[src/rtl/mac_pkg.sv]
// Shared types for the MAC sequencer: Q5.7 data width, fixed-point type and FSM states.
package mac_pkg;

  localparam int DATA_W = 12;

  typedef logic signed [DATA_W-1:0] fx_t;

  typedef enum logic [2:0] {
    IDLE  = 3'd0,
    BIAS  = 3'd1,
    ACC   = 3'd2,
    DRAIN = 3'd3,
    DONE  = 3'd4
  } seq_state_t;

endpackage

[src/rtl/mac_seq_ctrl.sv]
// mac_seq_ctrl: feeds one neuron (bias, then N_INPUTS weight/input pairs) through an external MAC core.
// Build option MAC_SEQ_RELU_EN: negative accumulator values are clamped to zero when captured.
module mac_seq_ctrl
  import mac_pkg::*;
#(
  parameter int  INT_BITS = 5,
  parameter int  FRC_BITS = 7,
  parameter int  N_INPUTS = 16,
  parameter int  ADDR_W   = 8,
  localparam int DW       = INT_BITS + FRC_BITS,
  localparam int XA_W     = (N_INPUTS > 1) ? $clog2(N_INPUTS) : 1
) (
  input  logic              clk,
  input  logic              rst_n,
  input  logic              start,
  input  logic [ADDR_W-1:0] base_addr,
  output logic              busy,
  output logic              done,
  output logic [DW-1:0]     result,
  output logic              w_rd,
  output logic [ADDR_W-1:0] w_addr,
  input  logic [DW-1:0]     w_rdata,
  output logic              x_rd,
  output logic [XA_W-1:0]   x_addr,
  input  logic [DW-1:0]     x_rdata,
  output logic              mac_init,
  output logic              mac_en,
  output logic [DW-1:0]     mac_din,
  output logic [DW-1:0]     mac_w,
  input  logic [DW-1:0]     mac_acc
);

  localparam int                CNT_W = $clog2(N_INPUTS + 1);
  localparam logic [CNT_W-1:0] LAST  = CNT_W'(N_INPUTS);

  seq_state_t        state_q, state_d;
  logic [ADDR_W-1:0] base_q, base_d;
  logic [CNT_W-1:0]  cnt_q, cnt_d;
  logic [DW-1:0]     result_q, result_d;
  logic              bias_vld_q, elem_vld_q;
  logic              rd_elem;
  logic [DW-1:0]     acc_post;

  // cnt_q counts element reads issued; it reaches LAST in the final mac_en cycle
  assign rd_elem = (state_q == ACC) && (cnt_q != LAST);

`ifdef MAC_SEQ_RELU_EN
  assign acc_post = mac_acc[DW-1] ? '0 : mac_acc;
`else
  assign acc_post = mac_acc;
`endif

  always_comb begin
    state_d  = state_q;
    base_d   = base_q;
    cnt_d    = cnt_q;
    result_d = result_q;
    case (state_q)
      IDLE, DONE: begin
        if (start) begin
          state_d = BIAS;
          base_d  = base_addr;
          cnt_d   = '0;
        end else begin
          state_d = IDLE;
        end
      end
      BIAS: state_d = ACC;
      ACC: begin
        if (rd_elem) cnt_d = cnt_q + CNT_W'(1);
        else         state_d = DRAIN;
      end
      DRAIN: begin
        result_d = acc_post;
        state_d  = DONE;
      end
      default: state_d = IDLE;
    endcase
  end

  always_ff @(posedge clk) begin
    if (!rst_n) begin
      state_q    <= IDLE;
      base_q     <= '0;
      cnt_q      <= '0;
      result_q   <= '0;
      bias_vld_q <= 1'b0;
      elem_vld_q <= 1'b0;
    end else begin
      state_q    <= state_d;
      base_q     <= base_d;
      cnt_q      <= cnt_d;
      result_q   <= result_d;
      // memory data returns one cycle after the strobe, so the MAC controls trail the reads by one
      bias_vld_q <= (state_q == BIAS);
      elem_vld_q <= rd_elem;
    end
  end

  assign busy     = (state_q == BIAS) || (state_q == ACC) || (state_q == DRAIN);
  assign done     = (state_q == DONE);
  assign result   = result_q;

  assign w_rd     = (state_q == BIAS) || rd_elem;
  assign w_addr   = (state_q == BIAS) ? base_q :
                    rd_elem           ? base_q + ADDR_W'(cnt_q) + ADDR_W'(1) : '0;
  assign x_rd     = rd_elem;
  assign x_addr   = rd_elem ? cnt_q[XA_W-1:0] : '0;

  assign mac_init = bias_vld_q;
  assign mac_en   = elem_vld_q;
  assign mac_din  = x_rdata;
  assign mac_w    = w_rdata;

endmodule

[config.mk]
export PLATFORM = sky130hd
export DESIGN_NAME = mac_seq_ctrl
export DESIGN_NICKNAME = d
export VERILOG_FILES = /design/src/rtl/mac_pkg.sv /design/src/rtl/mac_seq_ctrl.sv
export SDC_FILE = /design/constraint.sdc
export NUM_CORES = 1
export LEC_CHECK = 0
export BUFFER_PORTS_ARGS = -buffer_cell sky130_fd_sc_hd__buf_4
export CORE_MARGIN = 2
export CORE_UTILIZATION = 47
export CTS_CLUSTER_DIAMETER = 80
export DETAILED_ROUTE_END_ITERATION = 10
export GPL_TIMING_DRIVEN = 0
export PLACE_DENSITY = 0.94
export REMOVE_ABC_BUFFERS = 1
export SETUP_SLACK_MARGIN = 0.4
export SLEW_MARGIN = 0
export SYNTH_ARGS = -nofsm -noshare
export SYNTH_HDL_FRONTEND = slang
export SYNTH_SLANG_ARGS = --single-unit
[constraint.sdc]
create_clock -name clk -period 5.37 [get_ports clk]
set_clock_uncertainty 0.2 [all_clocks]
set_input_delay 0.2685 -clock clk [delete_from_list [all_inputs] [get_ports clk]]
set_output_delay 0.2685 -clock clk [all_outputs]
set_load 0.005 [all_outputs]
; ---- Word-level counts from Yosys, hierarchy flattened
; Index checks and enable logic that the tools add are counted.
; W data, S select, Z words.
[totals]
regBits = 30
input_bits = 47
out_inout_bits = 54
wordCells = 35
[op_classes]
addsub = 3
eq_ne = 8
n_mux = 9
reduce_logical = 9
[op_table]
columns = cell, count
row1 = $mux W8, 2
row2 = $pmux W3 S4, 1
row3 = $mux W5, 2
row4 = $pmux W5 S2, 1
row5 = $add A8 B1 Y8 const B, 1
row6 = $add A8 B5 Y8, 1
row7 = $eq A3 B2 Y1 const B, 2
row8 = $ne A2 B2 Y1 const B, 3
row9 = $add A5 B1 Y5 const B, 1
row10 = $ne A5 B5 Y1 const B, 1
row11 = $mux W4, 1
row12 = $eq A3 B1 Y1 const B, 1
row13 = $eq A3 B3 Y1 const B, 1
row14 = $logic_not A3 Y1, 1
row15 = $logic_or A1 B1 Y1, 3
row16 = $mux W3, 1
row17 = $reduce_and A3 Y1, 1
row18 = $reduce_and A2 Y1, 1
row19 = $reduce_bool A2 Y1, 1
row20 = $reduce_or A2 Y1, 1
row21 = $logic_and A1 B1 Y1, 1
row22 = $mux W1, 1

; ---- Longest topological paths before layout
; Gate-level depths: netlist of the first run.
[logic_depth]
word_depth = 4
depth_mapped = 9
mapped_depth_nobuf = 9

; ---- Least setup slack after synthesis of the first run
; No wires, ideal clock.
[synth_path]
kind = register to output
startpoint = register cnt_q[0]
endpoint = output port w_addr[6]
t_arrival_ns = 1.596
required_ns = 4.902
slack_ns = 3.305
stages_incl_launch_ff = 9
n_path_buf = 0
path_cell_list = dfxtp_1 inv_1 ha_1 fa_1 nor2b_1 o2111ai_1 nand3_1 a21oi_1 a31oi_1
[synth_via]
elab_chain_len = 4
[synth_rtl]
columns = element, line
row1 = from (decl), mac_seq_ctrl.sv:38  ; logic [CNT_W-1:0] cnt_q, cnt_d;
row2 = from (signal assigned), mac_seq_ctrl.sv:92  ; cnt_q <= cnt_d;
row3 = $add A8 B5 Y8 / $ne A5 B5 Y1 (equally long branches), "mac_seq_ctrl.sv:106, mac_seq_ctrl.sv:45"
row4 = $add A8 B1 Y8 / $logic_and A1 B1 Y1 (equally long branches), "mac_seq_ctrl.sv:106, mac_seq_ctrl.sv:45"
row5 = $mux W8 (*), mac_seq_ctrl.sv:106  ; rd_elem ? base_q + ADDR_W'(cnt_q) + ADDR_W'(1) : '0;
row6 = $mux W8 (*), mac_seq_ctrl.sv:105  ; assign w_addr = (state_q == BIAS) ? base_q :
row7 = to (decl), mac_seq_ctrl.sv:21  ; output logic [ADDR_W-1:0] w_addr,
; Mark *: on every way between the ends. The rest lies on a longest branch, timed or not.

; ---- Worst setup path in the final report of the first run
; Ends and elaborated chain as after synthesis.

==> results of run 1 <==
==> placed cells by master (no fill, tap or decap), types with 2 or more instances in the layout <==
cell        n
ha_1        8
and2_1      8
nand2b_1    2
o2111ai_1   2
o21ai_0     7
dfxtp_1    30
xnor2_1     3
xor2_1      2
buf_4      52
nand3_1     6
a31oi_1     3
nand2_1    53
a21boi_0   21
nand4_1     2
nor2b_1     4
a21oi_1     2
inv_1       4
clkbuf_8    6
o22ai_1     2
nor2_1      7
==> worst min path at each step <==
stage,start,end,cells after the start
after global routing,mac_acc[6],result[6],3
final,mac_acc[10],result[10],3
after global placement,result[0],result[0],2
after floorplan,rst_n,state_q[1],1
after detailed placement,base_q[0],base_q[0],2
after CTS,mac_acc[0],result[0],3
==> kinds of logic after synthesis <==
logic type,after synthesis,share of synthesized area
AND/OR/NAND/NOR,91,0.256
AO/OA/AOI/OAI,41,0.164
adder cells (fa/ha/maj),9,0.0694
buffers and inverters,38,0.139
flip-flops,30,0.347
XOR/XNOR,5,0.0253
==> through the flow <==
stage / hold WS (ns) / worst slack [ns] / utilization / cell area (µm²)
final: 0.0436 / 2.71 / 0.570 / 2060
after global placement: 0.250 / 3.08 / 0.544 / 1960
after CTS: 0.0359 / 2.70 / 0.570 / 2060
after global routing: 0.0399 / 2.58 / 0.570 / 2060
after floorplan: 0.186 / 3.30 / - / 1510
after detailed placement: 0.257 / 3.01 / 0.544 / 1960
==> state kept, by name (all words and copies together), names as in the netlist <==
register,flops
base_q,8
cnt_q,5
mac_en,1
mac_init,1
result,12
state_q,3
==> routing by layer <==
metal	up-vias	wire length, µm	global-route usage	part of all wire
met5	-	0	0.0139	0
met4	0	32	0.0559	0.0075
met3	5	508	0.122	0.12
met2	86	1750	0.290	0.41
met1	680	1980	0.284	0.46
li1	742	-	-	-
==> report_power, final <==
part | internal, W | switching [W] | total, W | leakage (nW)
combinational | 0.0000342 | 0.0000321 | 0.0000664 | 0.583
sequential | 0.000230 | 0.00000728 | 0.000237 | 0.244
clock | 0.000103 | 0.0000862 | 0.000189 | 0.0472
==> cell type report <==
cell class / count / area, µm²
fill: 339 / 1550
multi-input combinational: 146 / 891
sequential: 30 / 601
timing repair buffer: 52 / 390
clock buffer: 6 / 82.6
tap: 48 / 60.1
inverter: 5 / 18.8
clock inverter: 2 / 12.5
==> worst max-delay path, delay by kind of cell (launching register included) <==
kind | cells | cell delay, ns
AOI/OAI and AO/OA | 3 | 0.36
adders and majority gates | 2 | 0.62
buffers and inverters | 2 | 0.25
DFF | 1 | 0.41
and+or+nand+nor | 2 | 0.27
==> results.py, run 1 <==
metrics = {
    "routing": {
        "ant_nets": 0,
        "drt_first_pass_iters": 4,
        "via_count": 1513,
        "drc": 0,
        "drt_iter0_markers": 124,
        "wl_per_cell_um": 14.8,
        "via_per_inst": 5.24,
        "wirelength_mm": 4.27,
    },
    "placement": {
        "dp_hpwl_mm": 3.24,
        "place.gp.congestion": 0.849,
        "portBuffers": 52,
        "dp.cells": 281,
    },
    "yosys": {
        "synth_common_cells": "nand2_1 (53), dfxtp_1 (30), buf_4 (24)",
        "ys_seq_area_frac": 0.347,
        "synth_top_area_frac": 0.347,
        "ys_ff_latch": 30,
        "yosysTopAreaCell": "dfxtp_1",
        "yosysUniqueCellTypes": 36,
        "ys.flop_type": "dfxtp_1",
        "yosys.cell_count.top_type": "nand2_1",
        "yosys-top-cells-area": "dfxtp_1 (35%), nand2_1 (11%), buf_4 (10%)",
        "ys.warnings.count": 0,
        "synth-edff-count": 0,
        "ys_async_sr_fraction": 0,
        "netlist_area_um2": 1730,
        "synth_cells": 214,
        "syn_avg_cell_area_um2": 8.09,
    },
    "critical_path": {
        "r2r_cells": 8,
        "startpoint": "cnt_q[0]",
        "cpMaxStageDelayCell": "dfxtp_1",
        "path_class": "reg -> out",
        "cp_cell_sequence": "inv_1 -> ha_1 -> fa_1 -> nor2b_1 -> o2111ai_1 -> nand3_1 -> a21oi_1 -> a31oi_1 -> buf_4",
        "crit_required_ns": 4.90,
        "endpoint": "w_addr[6]",
        "reg2reg_to": "cnt_q[1]",
        "r2r_slack_ns": 3.47,
        "r2r-start": "cnt_q[1]",
        "start_kind": "flop",
        "crit_fanout": 4,
        "arrival_ns": 2.19,
        "critical_path.endpoint_type": "output port",
        "slowest_delay_ns": 0.41,
    },
    "worst_hold_path": {
        "min_path_type": "in -> reg",
    },
    "layout": {
        "antennaDiodeCount": 0,
        "drive_above_1_share": 0.270,
        "fin_cells": 289,
        "nets": 296,
        "areaGrowthSynthToFinish_pct": 18.7,
    },
    "grt": {
        "grt_max_degree": 30,
        "grt_pass1_wl_mm": 6.78,
        "grt_pass1_vias": 1390,
        "gr-total-overflow": 0,
        "grtUsageTotal": 0.213,
        "antenna_found_initial": 0,
    },
    "cts": {
        "cts_resized": 0,
        "worstSkewPairLatency_ns": 0.28,
        "cts_max_level": 2,
        "cts-root-buf": "clkbuf_8",
        "clk_pin_slew_worst_paths_ns": 0.07,
        "postCtsSetupBuffers": 0,
        "clk_path_buf_depth": 2,
        "cts.sinks": 30,
        "cts_tree": "built",
        "cts_buffers": 5,
        "cts_hold_buf": 0,
    },
    "sta": {
        "fin_crit_ns": 2.66,
        "hold_viol_final": 0,
        "rsz0062_at_grt": "false",
        "drv_slew": 0,
        "finalCritPeriodShare": 0.495,
        "fin_setup_tns_ns": 0,
        "fmax_ghz": 0.376,
        "worst_pin_slew_ns": 0.732,
        "relSlewSlack": 0.511,
        "setup_violations": 0,
    },
    "power_and_ir_drop": {
        "peakVddDrop_v": 0.000174,
        "leakagePower_nw": 0.874,
        "p_per_area_nw_per_um2": 240,
        "p_total_w": 0.000493,
    },
    "floorplan": {
        "ios": 101,
        "core_area_um2": 3610,
        "die_area_um2": 4190,
        "fp.dieW_um": 64.7,
        "rows": 22,
        "die_height_um": 64.7,
        "initial_core_util": 0.480,
    },
    "status": {
        "outcome": "finished, final reports clean",
    },
    "job": {
        "maxCapViolations": 0,
    },
}
No activity file was read; power rests on OpenSTA's default activity.
==> run 2, diff against run 1 <==
--- a/config.mk
+++ b/config.mk
@@ -7,11 +7,11 @@
 export LEC_CHECK = 0
 export BUFFER_PORTS_ARGS = -buffer_cell sky130_fd_sc_hd__buf_4
 export CORE_MARGIN = 2
-export CORE_UTILIZATION = 47
+export CORE_UTILIZATION = 39
 export CTS_CLUSTER_DIAMETER = 80
 export DETAILED_ROUTE_END_ITERATION = 10
 export GPL_TIMING_DRIVEN = 0
-export PLACE_DENSITY = 0.94
+export PLACE_DENSITY = 0.85
 export REMOVE_ABC_BUFFERS = 1
 export SETUP_SLACK_MARGIN = 0.4
 export SLEW_MARGIN = 0
==> constraint.sdc (replaced) <==
create_clock -name clk -period 2.4 [get_ports clk]
set_clock_uncertainty 0.2 [all_clocks]
set_input_delay 0.12 -clock clk [delete_from_list [all_inputs] [get_ports clk]]
set_output_delay 0.12 -clock clk [all_outputs]
set_load 0.005 [all_outputs]
==> run 2 against run 1 <==
Against the previous run: register-to-register slack lost 2.9 ns; worst setup slack lost 2.6 ns; non-clock buffer count grew 34; largest power group unchanged; wire length grew 24%; die area grew 19%; critical path type unchanged.
==> results.py, run 2 (synthesis gave the netlist of run 1 again) <==
metrics = {
    "floorplan": {
        "fp.dieW_um": 70.6,
        "rows": 24,
        "initial_core_util": 0.400,
        "die_height_um": 70.6,
        "ios": 101,
        "die_area_um2": 4990,
        "core_area_um2": 4320,
    },
    "layout": {
        "antennaDiodeCount": 0,
        "layout_commonest_cell": "buf_4",
        "largest_reg_flops": 12,
        "final_cell_mix": "buf_4 (64), nand2_1 (53), dfxtp_1 (26)",
        "areaGrowthSynthToFinish_pct": 45.4,
        "fin_cells": 327,
        "nets": 330,
        "drive_above_1_share": 0.364,
    },
    "cts": {
        "cts.sinks": 30,
        "cts_buffers": 5,
        "clk_pin_slew_worst_paths_ns": 0.06,
        "cts_tree": "built",
        "cts_max_level": 2,
        "cts-root-buf": "clkbuf_8",
        "worstSkewPairLatency_ns": 0.28,
        "clk_path_buf_depth": 2,
    },
    "critical_path": {
        "cpMaxStageDelayCell": "fa_2",
        "crit_fanout": 3,
        "crit_required_ns": 2.08,
        "cp_cell_sequence": "inv_4 -> ha_4 -> fa_2 -> nor2b_4 -> o2111ai_2 -> nand3_1 -> a21oi_1 -> a31oi_1 -> buf_4",
        "start_kind": "flop",
        "r2r_cells": 9,
        "critical_path.endpoint_type": "output port",
        "startpoint": "base_q[0]",
        "slowest_delay_ns": 0.37,
        "path_class": "reg -> out",
        "arrival_ns": 1.97,
        "crit_buf_inv": 2,
        "endpoint": "w_addr[6]",
        "reg2reg_to": "cnt_q[1]",
        "r2r-start": "cnt_q[1]",
        "r2r_slack_ns": 0.56,
        "worst-path-stages": 9,
        "path_delay_family": "adder cells",
    },
    "power_and_ir_drop": {
        "p_total_w": 0.00122,
        "leakagePower_nw": 1.05,
        "p_per_area_nw_per_um2": 485,
        "peakVddDrop_v": 0.000435,
    },
    "placement": {
        "place.gp.congestion": 0.792,
        "dp_hpwl_mm": 3.27,
        "dp.cells": 285,
        "portBuffers": 52,
    },
    "sta": {
        "fin_crit_ns": 2.29,
        "setup_violations": 0,
        "relSlewSlack": 0.661,
        "rsz0062_at_grt": "true",
        "fin_setup_tns_ns": 0,
        "fmax_ghz": 0.437,
        "hold_viol_final": 0,
        "worst_pin_slew_ns": 0.507,
        "finalCritPeriodShare": 0.954,
        "drv_slew": 0,
    },
    "grt": {
        "gr-total-overflow": 0,
        "grt_pass1_vias": 1716,
        "grt_pass1_wl_mm": 8.27,
        "antenna_found_initial": 0,
        "grt_max_degree": 30,
        "grtUsageTotal": 0.216,
    },
    "routing": {
        "wl_per_cell_um": 16.1,
        "drc": 0,
        "drt_first_pass_iters": 4,
        "ant_nets": 0,
        "via_per_inst": 5.17,
        "drt_iter0_markers": 106,
        "wirelength_mm": 5.28,
        "via_count": 1690,
    },
    "status": {
        "outcome": "finished, final reports clean",
    },
    "job": {
        "maxCapViolations": 0,
    },
    "worst_hold_path": {
        "min_path_type": "in -> reg",
    },
}
==> run 2: cell count changes in the layout (fill, tap and decap cells not counted), sizes merged <==
cell | previous run | this run
buf | 52 | 66
dlygate4sd3 | 0 | 20
clkinvlp | 1 | 0
clkinv | 1 | 0
clkbuf | 6 | 8
==> run 2: how the worst min path moves through the flow <==
stage / from / cells after the start / endpoint / slack, ns
after floorplan: rst_n / 1 / state_q[1] / 0.04
after global placement: w_rdata[4] / 0 / mac_w[4] / 0.04
after detailed placement: w_rdata[4] / 0 / mac_w[4] / 0.04
after CTS: rst_n / 2 / state_q[1] / 0.01
after global routing: rst_n / 2 / state_q[1] / 0.02
final: rst_n / 2 / state_q[1] / 0.02
==> run 2: report_power, final <==
group	internal [W]	switching, W	total (W)
Clock	0.000289	0.000186	0.000475
Combinational	0.000120	0.0000938	0.000214
Sequential	0.000514	0.0000199	0.000534
==> run 2: stage by stage <==
stage	hold slack, ns	setup slack (ns)	util	area [µm²]
detailed placement	0.0400	0.186	0.455	1970
finish	0.0164	0.110	0.582	2520
global route	0.0196	0.0390	0.582	2520
floorplan	0.0378	0.482	-	1510
CTS	0.0128	0.0926	0.566	2450
global placement	0.0400	0.211	0.455	1970
==> run 2: timing repair <==
action	in CTS	in global routing
hold endpoints to repair	20	0
buffers inserted	11	3
resized for setup	26	12
setup endpoints to repair	12	11
pin swaps	7	8
hold buffers	20	0
==> run 2: per-layer routing <==
layer  wire, µm  track usage
met1       2220        0.241
met2       2400        0.344
met3        539        0.128
met4         87       0.0650
met5         39       0.0606
==> run 2: worst reg2reg max path: stages, from the launching register on <==
cell and delay (ns):
dfxtp_4 0.36, inv_2 0.08, ha_1 0.16, nand2_1 0.07, nor3_2 0.16, nand2b_4 0.18
buf_4 0.11, buf_4 0.14, nand3_1 0.08, a21boi_0 0.21
==> run 2: cell type report <==
class / count / area, µm²
clock buffers: 8 / 110
well taps: 52 / 65.1
multi-input cells: 146 / 1000
inverters: 5 / 23.8
flip-flops and latches: 30 / 613
fillers: 362 / 1810
repair buffers: 86 / 703
==> run 3, diff against run 2 <==
--- a/config.mk
+++ b/config.mk
@@ -12,6 +12,7 @@
 export DETAILED_ROUTE_END_ITERATION = 10
 export GPL_TIMING_DRIVEN = 0
 export PLACE_DENSITY = 0.85
+export RECOVER_POWER = 100
 export REMOVE_ABC_BUFFERS = 1
 export SETUP_SLACK_MARGIN = 0.4
 export SLEW_MARGIN = 0
==> run 3 against run 2 <==
Against the previous run: first-iteration DRC count shrank 21%; flip-flop and latch count is the same; register-to-register slack lost 0.08 ns; critical path type unchanged; largest cell class unchanged; highest routed layer unchanged.
==> results.py, run 3 (synthesis gave the netlist of run 1 again) <==
metrics = {
    "sta": {
        "setup_violations": 0,
        "fmax_ghz": 0.436,
        "rsz0062_at_grt": "true",
        "worst_pin_slew_ns": 0.885,
        "fin_setup_tns_ns": 0,
        "fin_crit_ns": 2.29,
        "finalCritPeriodShare": 0.955,
        "hold_viol_final": 0,
        "relSlewSlack": 0.409,
        "drv_slew": 0,
    },
    "routing": {
        "via_per_inst": 5.24,
        "drc": 0,
        "drt_first_pass_iters": 4,
        "drt_iter0_markers": 84,
        "ant_nets": 0,
        "wirelength_mm": 5.31,
        "wl_per_cell_um": 16.2,
        "via_count": 1712,
    },
    "floorplan": {
        "fp.dieW_um": 70.6,
        "die_height_um": 70.6,
        "core_area_um2": 4320,
        "initial_core_util": 0.400,
        "ios": 101,
        "rows": 24,
        "die_area_um2": 4990,
    },
    "cts": {
        "cts_max_level": 2,
        "cts-root-buf": "clkbuf_8",
        "clk_pin_slew_worst_paths_ns": 0.06,
        "clk_path_buf_depth": 2,
        "worstSkewPairLatency_ns": 0.28,
        "cts_buffers": 5,
        "cts_tree": "built",
        "cts.sinks": 30,
    },
    "status": {
        "outcome": "finished, final reports clean",
    },
    "layout": {
        "fillers": 370,
        "postLayoutCoreUtil": 0.577,
        "layout_commonest_cell": "nand2_1",
        "nets": 330,
        "final_cell_mix": "nand2_1 (53), buf_4 (44), dfxtp_1 (26)",
        "areaGrowthSynthToFinish_pct": 44.0,
        "antennaDiodeCount": 0,
        "multiInputGateArea_um2": 990,
        "drive_above_1_share": 0.345,
        "regArea_um2": 613,
        "largest_reg_flops": 12,
    },
    "power_and_ir_drop": {
        "pwr-share-seq": 0.439,
        "leakagePower_nw": 1.02,
        "combPwrFrac": 0.172,
        "switching_share": 0.244,
        "p_per_area_nw_per_um2": 487,
        "p_sw_w": 0.000296,
        "clockPowerShare": 0.389,
        "peakVddDrop_v": 0.000434,
        "internal_power_w": 0.000919,
    },
    "grt": {
        "antenna_found_initial": 0,
        "grt_pass1_wl_mm": 8.27,
        "gr-total-overflow": 0,
        "grt_pass1_vias": 1716,
        "grt_max_degree": 30,
        "grtUsageTotal": 0.216,
    },
    "critical_path": {
        "cpMaxStageDelayCell": "fa_2",
        "r2r_slack_ns": 0.48,
        "path_class": "reg -> out",
        "crit_required_ns": 2.08,
        "cp_cell_sequence": "inv_4 -> ha_4 -> fa_2 -> nor2b_4 -> o2111ai_2 -> nand3_1 -> a21oi_1 -> a31oi_1 -> buf_4",
        "r2r-start": "cnt_q[1]",
        "start_kind": "flop",
        "r2r_cells": 9,
        "crit_fanout": 3,
        "critical_path.endpoint_type": "output port",
        "endpoint": "w_addr[6]",
        "arrival_ns": 1.97,
        "reg2reg_to": "cnt_q[1]",
        "slowest_delay_ns": 0.37,
        "startpoint": "base_q[0]",
    },
    "job": {
        "maxCapViolations": 0,
    },
    "worst_hold_path": {
        "min_path_type": "in -> reg",
        "worstHoldStart": "rst_n",
    },
    "placement": {
        "place.gp.congestion": 0.792,
        "portBuffers": 52,
        "dp_hpwl_mm": 3.27,
    },
}
==> run 3: changes by cell type in the layout (fill, tap and decap cells not counted), sizes merged <==
cell / before / now
buf: 66 / 46
clkbuf: 8 / 28
==> run 3: area by class of cell <==
cell class / instances / area share
sequential: 30 / 0.246
timing repair buffer: 86 / 0.277
inverter: 5 / 0.00953
clock buffer: 8 / 0.0442
multi-input combinational: 146 / 0.397
tap: 52 / 0.0261
==> run 3: power by group through the flow <==
| stage | sequential [W] | clock [W] | combinational [W] |
|---|---|---|---|
| 2_1_floorplan | 0.000539 | 0 | 0.0000747 |
| 3_3_place_gp | 0.000541 | 0 | 0.000147 |
| 3_5_place_dp | 0.000542 | 0 | 0.000151 |
| 4_1_cts | 0.000531 | 0.000482 | 0.000200 |
| 5_1_grt | 0.000535 | 0.000514 | 0.000228 |
| 6_report | 0.000533 | 0.000473 | 0.000209 |
==> run 3: what timing repair did <==
action                                 4_1_cts  5_1_grt
setup endpoints to repair                   12       11
resized for setup                           26       12
pin swaps                                    7        8
buffers inserted                            11        3
hold buffers                                20        0
endpoints found under the hold margin       20        0
==> run 3: through the flow <==
| step | worst slack (ns) | power (W) | hold slack, ns | instance area, µm² | cells |
|---|---|---|---|---|---|
| detailed placement | 0.186 | 0.000693 | 0.0400 | 1970 | 285 |
| global placement | 0.211 | 0.000688 | 0.0400 | 1970 | 285 |
| global route | 0.0379 | 0.00128 | 0.0201 | 2490 | 327 |
| floorplan | 0.482 | 0.000614 | 0.0378 | 1510 | 181 |
| finish | 0.109 | 0.00121 | 0.0170 | 2490 | 327 |
| CTS | 0.0926 | 0.00121 | 0.0128 | 2450 | 324 |
==> run 3: worst min path at each step <==
stage | slack, ns | endpoint | depth (start not counted)
6_report | 0.02 | state_q[1] | 2
5_1_grt | 0.02 | state_q[1] | 2
4_1_cts | 0.01 | state_q[1] | 2
3_5_place_dp | 0.04 | mac_w[4] | 0
3_3_place_gp | 0.04 | mac_w[4] | 0
2_1_floorplan | 0.04 | state_q[1] | 1
==> run 3: critical path: cells and delay by family, from the launching register on <==
family | cells | cell delay [ns]
adders and majority gates | 2 | 0.52
AOI/OAI and AO/OA | 3 | 0.37
DFF | 1 | 0.35
and+or+nand+nor | 2 | 0.26
buffers and inverters | 2 | 0.19
==> run 3: per-layer routing <==
| layer | routed length (µm) | vias to the layer above | track usage |
|---|---|---|---|
| li1 | - | 809 | - |
| met1 | 2230 | 786 | 0.241 |
| met2 | 2400 | 104 | 0.344 |
| met3 | 562 | 11 | 0.128 |
| met4 | 70 | 2 | 0.0650 |
| met5 | 39 | - | 0.0606 |
